==> src/rtl/link_partner.sv <==
// ---------------------------------------------------------------------------
// link_partner
//
// Model of the device at the far end of the link cable, the counterpart to
// the DMG serial port. Each transfer exchanges one byte over SCK/SOUT/SIN,
// MSB first. In slave mode the block follows the SCK driven by the DMG. In
// master mode it drives SCK itself, with DIV system clocks per half-period.
//
// Parameters:
//   DIV      system clocks per SCK half-period in master mode (>= 4)
//
// Ports:
//   clk      system clock, every flop is rising-edge
//   nreset   asynchronous active-low reset
//   sck_in   SCK pin as driven by the DMG (asynchronous)
//   sck_out  SCK level driven in master mode
//   sck_oe   SCK output enable, high only during a master transfer
//   sout     DMG SOUT pin (asynchronous)
//   sin      data driven onto the DMG SIN pin
//   tx_data  byte to send
//   tx_load  one-cycle strobe that starts a transfer when idle
//   master   mode select, latched on an accepted tx_load (1 = master)
//   abort    cancels the current transfer, no done pulse
//   busy     transfer in progress
//   done     one-cycle pulse on completion
//   rx_data  last received byte, held until the next completion
// ---------------------------------------------------------------------------
module link_partner #(
    parameter int DIV = 512
) (
    input  logic       clk,
    input  logic       nreset,
    input  logic       sck_in,
    output logic       sck_out,
    output logic       sck_oe,
    input  logic       sout,
    output logic       sin,
    input  logic [7:0] tx_data,
    input  logic       tx_load,
    input  logic       master,
    input  logic       abort,
    output logic       busy,
    output logic       done,
    output logic [7:0] rx_data
);

    localparam int             DW       = (DIV > 2) ? $clog2(DIV) : 1;
    localparam logic [DW-1:0]  DIV_LOAD = DW'(DIV - 1);

    typedef enum logic [1:0] {
        ST_IDLE   = 2'd0,
        ST_SLAVE  = 2'd1,
        ST_MASTER = 2'd2
    } state_t;

    state_t         state_q, state_d;
    logic           sck_s1_q, sck_s1_d;
    logic           sck_s2_q, sck_s2_d;
    logic           sck_s3_q, sck_s3_d;
    logic           sout_s1_q, sout_s1_d;
    logic           sout_s2_q, sout_s2_d;
    logic [7:0]     shreg_q, shreg_d;
    logic [2:0]     cnt_q, cnt_d;
    logic [DW-1:0]  div_q, div_d;
    logic           sck_out_q, sck_out_d;
    logic           sck_oe_q, sck_oe_d;
    logic           sin_q, sin_d;
    logic           busy_q, busy_d;
    logic           done_q, done_d;
    logic [7:0]     rx_q, rx_d;

    logic           slv_rise;
    logic           slv_fall;
    logic           div_zero;
    logic           m_rise;
    logic           m_fall;
    logic           shift_edge;
    logic           fall_edge;
    logic [7:0]     shifted;

    // Edge detection compares the synchronized SCK with one further delayed
    // copy, so a pin edge acts three clk edges after it happens.
    always_comb begin
        slv_rise   = (state_q == ST_SLAVE) && sck_s2_q && !sck_s3_q;
        slv_fall   = (state_q == ST_SLAVE) && !sck_s2_q && sck_s3_q;
        div_zero   = (div_q == '0);
        m_rise     = (state_q == ST_MASTER) && div_zero && !sck_out_q;
        m_fall     = (state_q == ST_MASTER) && div_zero && sck_out_q;
        shift_edge = slv_rise || m_rise;
        fall_edge  = slv_fall || m_fall;
        shifted    = {shreg_q[6:0], sout_s2_q};
    end

    // Next-state logic. Abort has priority over everything in a busy state
    // and also suppresses a load in the idle state.
    always_comb begin
        state_d   = state_q;
        sck_s1_d  = sck_in;
        sck_s2_d  = sck_s1_q;
        sck_s3_d  = sck_s2_q;
        sout_s1_d = sout;
        sout_s2_d = sout_s1_q;
        shreg_d   = shreg_q;
        cnt_d     = cnt_q;
        div_d     = div_q;
        sck_out_d = sck_out_q;
        sck_oe_d  = sck_oe_q;
        sin_d     = sin_q;
        done_d    = 1'b0;
        rx_d      = rx_q;

        case (state_q)
            ST_IDLE: begin
                if (tx_load && !abort) begin
                    shreg_d = tx_data;
                    sin_d   = tx_data[7];
                    cnt_d   = 3'd0;
                    if (master) begin
                        state_d   = ST_MASTER;
                        div_d     = DIV_LOAD;
                        sck_out_d = 1'b1;
                        sck_oe_d  = 1'b1;
                    end else begin
                        state_d = ST_SLAVE;
                    end
                end
            end

            ST_SLAVE, ST_MASTER: begin
                if (abort) begin
                    state_d   = ST_IDLE;
                    sck_oe_d  = 1'b0;
                    sck_out_d = 1'b1;
                    cnt_d     = 3'd0;
                end else begin
                    if (state_q == ST_MASTER) begin
                        if (div_zero) begin
                            div_d     = DIV_LOAD;
                            sck_out_d = !sck_out_q;
                        end else begin
                            div_d = div_q - DW'(1);
                        end
                    end

                    if (fall_edge) begin
                        sin_d = shreg_q[7];
                    end

                    // The 8th rising edge is seen as count==7, so the
                    // counter never wraps while busy.
                    if (shift_edge) begin
                        shreg_d = shifted;
                        cnt_d   = cnt_q + 3'd1;
                        if (cnt_q == 3'd7) begin
                            rx_d      = shifted;
                            done_d    = 1'b1;
                            state_d   = ST_IDLE;
                            sck_oe_d  = 1'b0;
                            sck_out_d = 1'b1;
                            cnt_d     = 3'd0;
                        end
                    end
                end
            end

            default: begin
                state_d = ST_IDLE;
            end
        endcase

        busy_d = (state_d != ST_IDLE);
    end

    // State and output registers.
    always_ff @(posedge clk or negedge nreset) begin
        if (!nreset) begin
            state_q   <= ST_IDLE;
            sck_s1_q  <= 1'b1;
            sck_s2_q  <= 1'b1;
            sck_s3_q  <= 1'b1;
            sout_s1_q <= 1'b1;
            sout_s2_q <= 1'b1;
            shreg_q   <= 8'hFF;
            cnt_q     <= 3'd0;
            div_q     <= '0;
            sck_out_q <= 1'b1;
            sck_oe_q  <= 1'b0;
            sin_q     <= 1'b1;
            busy_q    <= 1'b0;
            done_q    <= 1'b0;
            rx_q      <= 8'hFF;
        end else begin
            state_q   <= state_d;
            sck_s1_q  <= sck_s1_d;
            sck_s2_q  <= sck_s2_d;
            sck_s3_q  <= sck_s3_d;
            sout_s1_q <= sout_s1_d;
            sout_s2_q <= sout_s2_d;
            shreg_q   <= shreg_d;
            cnt_q     <= cnt_d;
            div_q     <= div_d;
            sck_out_q <= sck_out_d;
            sck_oe_q  <= sck_oe_d;
            sin_q     <= sin_d;
            busy_q    <= busy_d;
            done_q    <= done_d;
            rx_q      <= rx_d;
        end
    end

    assign sck_out = sck_out_q;
    assign sck_oe  = sck_oe_q;
    assign sin     = sin_q;
    assign busy    = busy_q;
    assign done    = done_q;
    assign rx_data = rx_q;

endmodule
==> config.mk <==
export PLATFORM = sky130hd
export DESIGN_NAME = link_partner
export DESIGN_NICKNAME = d
export VERILOG_FILES = /design/src/rtl/link_partner.sv
export SDC_FILE = /design/constraint.sdc
export NUM_CORES = 1
export LEC_CHECK = 0
export CAP_MARGIN = 15
export CELL_PAD_IN_SITES_DETAIL_PLACEMENT = 1
export CELL_PAD_IN_SITES_GLOBAL_PLACEMENT = 1
export CORE_UTILIZATION = 44
export DETAILED_ROUTE_END_ITERATION = 12
export PLACE_DENSITY_LB_ADDON = 0.08
export SYNTH_ARGS = -nofsm -noshare
export SYNTH_HDL_FRONTEND = slang
export SYNTH_SLANG_ARGS = --single-unit
==> constraint.sdc <==
create_clock -name clk -period 2.5 [get_ports clk]
set_clock_uncertainty 0.2 [all_clocks]
set_input_delay 0.375 -clock clk [delete_from_list [all_inputs] [get_ports clk]]
set_output_delay 0.375 -clock clk [all_outputs]
set_load 0.01 [all_outputs]
[Yosys cells after proc, flatten, opt, wreduce, memory -nomap -nowiden]
Index checks and enable logic that the tools add are counted.
Word-level totals
  bits in registers: 40
  word-level logic and storage cells: 96
  input bits: 15
  output and inout port bits: 13
Operators by class
  reductions and logical operators: 26
  multiplexer cells: 41
  eq/ne operators: 11
  add/sub/neg operators: 2
  bitwise operators: 1
Operator list (count)
  $mux W9: 5
  $mux W8: 3
  $pmux W9 S2: 1
  $mux W1: 17
  $pmux W8 S2: 1
  $mux W3: 4
  $ne A2 B2 Y1 const B: 6
  $reduce_and A4 Y1: 3
  $mux W2: 5
  $reduce_and A5 Y1: 2
  $logic_not A9 Y1: 1
  $sub A9 B1 Y9 const B: 1
  $logic_and A1 B1 Y1: 8
  $ne A3 B3 Y1 const B: 2
  $pmux W1 S2: 3
  $pmux W3 S2: 1
  $reduce_and A3 Y1: 2
  $logic_not A1 Y1: 4
  $pmux W2 S2: 1
  $reduce_bool A2 Y1: 2
  $add A3 B1 Y3 const B: 1
  $eq A3 B3 Y1 const B: 1
  $eq A2 B1 Y1 const B: 1
  $eq A2 B2 Y1 const B: 1
  4 further kinds: 5

[Longest topological paths before layout]
  word-level depth: 8
  mapped depth: 8

[Worst setup path after synthesis]
OpenSTA, ideal clock, no wires.
  kind: reg-to-reg
  from: reg state_q[0]
  to: reg shreg_q[4]
  data required time: 2218 ps
  library setup time: 82 ps
  period minus slack after synthesis: 2289 ps
  buffers on the path: 2
  arrival time: 2006 ps
  setup slack: 211 ps
  cell stages (with the launch flop): 7
  cell sequence: dfrtp_1 > inv_1 > ha_1 > clkbuf_1 > buf_1 > mux2_2 > mux2_2
On the way
  cells in the longest elaborated chain, start to end: 6
Ends and longest elaborated chain
  from (decl): line 56  | state_t state_q, state_d;
  from (signal assigned): line 193  | state_q <= state_d;
  $eq A2 B1 Y1 / $eq A2 B2 Y1 (equally long branches): line 84, 112, 87
  $logic_and A1 B1 Y1 (on tied branches) (2 in a row): line 84, 87
  $logic_or A1 B1 Y1: line 89  | shift_edge = slv_rise || m_rise;
  $ne A2 B2 Y1 (no source line)
  $reduce_and A4 Y1 (no source line)
  to (signal assigned): line 199  | shreg_q <= shreg_d;
  to (decl): line 62  | logic [7:0] shreg_q, shreg_d;
Several ways; a longest one is shown, not always the timed one.
A chain may end at the register's enable or synchronous reset.

[Worst setup path in the final report]
  from: reg state_q[0]
  to: reg rx_q[7], in the netlist rx_data[7]
On the way
  cells in the longest elaborated chain, start to end: 5
Ends and longest elaborated chain
  $eq A2 B1 Y1 / $eq A2 B2 Y1 (equally long branches): line 84, 112, 87
  $logic_and A1 B1 Y1 (on tied branches) (2 in a row): line 84, 87
  $logic_or A1 B1 Y1: line 89
  $reduce_and A4 Y1 (no source line) (*)
  to (signal assigned): line 207  | rx_q <= rx_d;
  to (decl): line 70  | logic [7:0] rx_q, rx_d;
Every way passes the cells marked *; elsewhere a longest branch is shown, timed or not.

==> flow_metrics.tcl <==
set metrics [dict create \
    status "finished with violations" \
    failed_checks "hold timing" \
    worstSetupStartpointType "register" \
    clk-insertion-delay-late_ns 0.29 \
    whs_ns -0.0101 \
    cp_slowest_stage_delay_ns 0.45 \
    fillers 507 \
    place_hpwl_um 3660 \
    drt_iter0_drc 76 \
    grt_pass1_vias 1771 \
    cts_tree "yes" \
    final_antenna_net_count 0 \
    slowest_stage "dfrtp_1" \
    final_nets 243 \
    end_kind "register" \
    maxCapViolations 0 \
    start_util_pct 46.0 \
    power_density_nw_per_um2 1040 \
    critPathKind "register to register" \
    gp_congestion 0.817 \
    grt.total_usage_pct 21.8 \
    setup-violations-final 0 \
    drcViolationCount 0 \
    cell_internal_pwr_mw 1.72 \
    path_buf_inv 3 \
    synth_edf_count 0 \
    grt_max_degree 41 \
    tns_ns 0 \
    die-width_um 72.2 \
    final.period_utilization_pct 95.0 \
    multi_input_area_sq_um 1050 \
    path_clk_slew_ns 0.08 \
    wl_um 5080 \
    switchingPower_mw 1.03 \
    vias 1563 \
    htreeDepth 2 \
    period_needed_ns 2.38 \
    synth.largest_area_cell "dfstp_2" \
    io_pins 28 \
    ir_worst_vdd_mv 0.556 \
    cts_inserted_buffers 5 \
    synth_top_area_share_pct 27.8 \
    grt_pass1_wl_um 8680 \
    ctsLongestPathBuffers 2 \
    required_ns 2.52 \
    die_height_um 72.2 \
    cts_sinks 40 \
    cts_root_buf "clkbuf_8" \
    seq_area_sq_um 1030 \
    combPwrFrac_pct 48.5 \
    slew_headroom_pct 42.8 \
    p_leak_nw 1.13 \
    ys_ff_latch 40 \
    place.port_buffers 27 \
    netlist_top_cells_count "dfstp_2, dfrtp_1, mux2_2" \
    yosysMostFrequentCell "dfstp_2" \
    crit_family "buffers and inverters" \
    slew_violations 0 \
    seqPwrFrac_pct 35.8 \
    row_count 25 \
    synth_ff_type "dfstp_2" \
    drt_first_pass_iters 4 \
    die_area_sq_um 5220 \
    worstPathCellList "inv_1 -> ha_2 -> inv_1 -> nor2_1 -> o211a_1 -> buf_12 -> mux2_4" \
    ys_warn_count 0 \
    async_flop_share_pct 100 \
    core-area_sq_um 4720 \
    synth_area_leaders "dfstp_2, dfrtp_1, mux2_2, mux2_4, ha_1" \
    design_power_total_mw 2.75 \
    r2r_slack_ns 0.12 \
    syn-mean-instance-area_sq_um 11.7 \
    tightest_slew_ns 0.858 \
    viasPerCell 5.45 \
    cp_data_arrival_time_ns 2.40 \
    grt_overflow 0 \
    synthCells 186 \
    syn_area_sq_um 2170 \
    sw_frac_of_total_pct 37.4 \
    crit_fanout 9 \
    yosysSeqAreaShare_pct 47.4 \
    crit_top_cell "inv_1" \
    wl_per_cell_um 17.7 \
    antenna_found_initial 0 \
    synth_nets 210 \
    syn2layout_area_growth_pct 21.8 \
    antenna_cells 0 \
    synth_cell_types 55 \
    fmax_ghz 0.421 \
    final_layout_size_suffix_gt1_share_pct 34.1 \
    clock_power_share_pct 15.7 \
    hold_viol_final 11 \
    hp-class "primary input to async pin" \
]
worst paths after layout:
check / end / depth (start not counted) / start
max: rx_data[7] / 7 / state_q[0]
max reg2reg: rx_data[7] / 7 / state_q[0]
min reg2reg: sck_s2_q / 0 / sck_s1_q
max in group asynchronous: div_q[4] / 1 / nreset
min: state_q[0] / 1 / nreset
min in group clk: sck_s2_q / 0 / sck_s1_q
flip-flops by register name, summed over array words and instances, names as in the netlist:
name	count
state_q	2
sck_out	1
sck_oe	1
div_q	9
sck_s3_q	1
rx_data	8
sck_s2_q	1
shreg_q	8
done	1
cnt_q	3
sin	1
sout_s2_q	1
busy	1
sck_s1_q	1
sout_s1_q	1
cell type report:
cell class | instances | share of cell area (%)
sequential | 40 | 38.9
clock inverter | 2 | 0.568
tap | 67 | 3.17
clock buffer | 6 | 2.74
multi-input combinational | 127 | 39.8
timing repair buffer | 36 | 13.5
inverter | 9 | 1.28
metal layers:
metal	track usage [%]	vias up	share of wire [%]
met5	0	-	0
met2	36.1	29	50
li1	-	745	-
met1	28.2	785	46
met3	4.86	4	3.1
met4	7.63	0	0.87
per-stage QoR:
stage,instance area [sq um],util [%],worst slack (ns),cells
finish,2640,56.0,0.124,287
global route,2640,56.0,-0.0110,287
floorplan,2170,-,0.211,186
global placement,2530,53.6,0.110,278
detailed placement,2530,53.6,0.0291,278
CTS,2620,55.5,0.0815,286
worst reg2reg max path, cell delays in order, from the launching register on:
cell and delay, ns:
dfrtp_1 0.45, inv_1 0.13, ha_2 0.43, inv_1 0.17, nor2_1 0.23, o211a_1 0.23
buf_12 0.15, mux2_4 0.31
cells by family (layout without fill, tap and decap cells):
kind of cell,count (synthesis),in the layout,synth area share (%)
mux,27,27,15.3
compound gates,42,42,14.6
flops,40,40,47.4
fa+ha+maj,9,9,5.19
buf+inv,19,53,4.32
simple gates,49,49,13.1
cell usage in the layout (no fill, tap or decap), types with 7 or more instances in the layout:
| cell type | synthesis | routed |
|---|---|---|
| buf_4 | 0 | 7 |
| inv_1 | 9 | 9 |
| ha_1 | 9 | 8 |
| a21oi_1 | 10 | 10 |
| mux2_2 | 17 | 17 |
| clkdlybuf4s50_1 | 0 | 26 |
| nand2_1 | 13 | 13 |
| dfrtp_1 | 17 | 17 |
| nor2_1 | 9 | 9 |
| dfstp_2 | 23 | 23 |
| mux2_4 | 8 | 8 |
power by group through the flow:
stage	registers, mW	logic [mW]	clock network (mW)
3_5_place_dp	0.997	1.26	0
3_3_place_gp	0.981	1.20	0
4_1_cts	0.985	1.27	0.449
2_1_floorplan	0.964	0.902	0
5_1_grt	1.01	1.46	0.472
6_report	0.983	1.33	0.432
what timing repair did:
action	CTS	global route
setup buffers	0	1
hold endpoints to repair	0	0
resized for setup	0	2
setup endpoints to repair	0	17
hold buffers	0	0
Power figures use the tool's default switching activity.
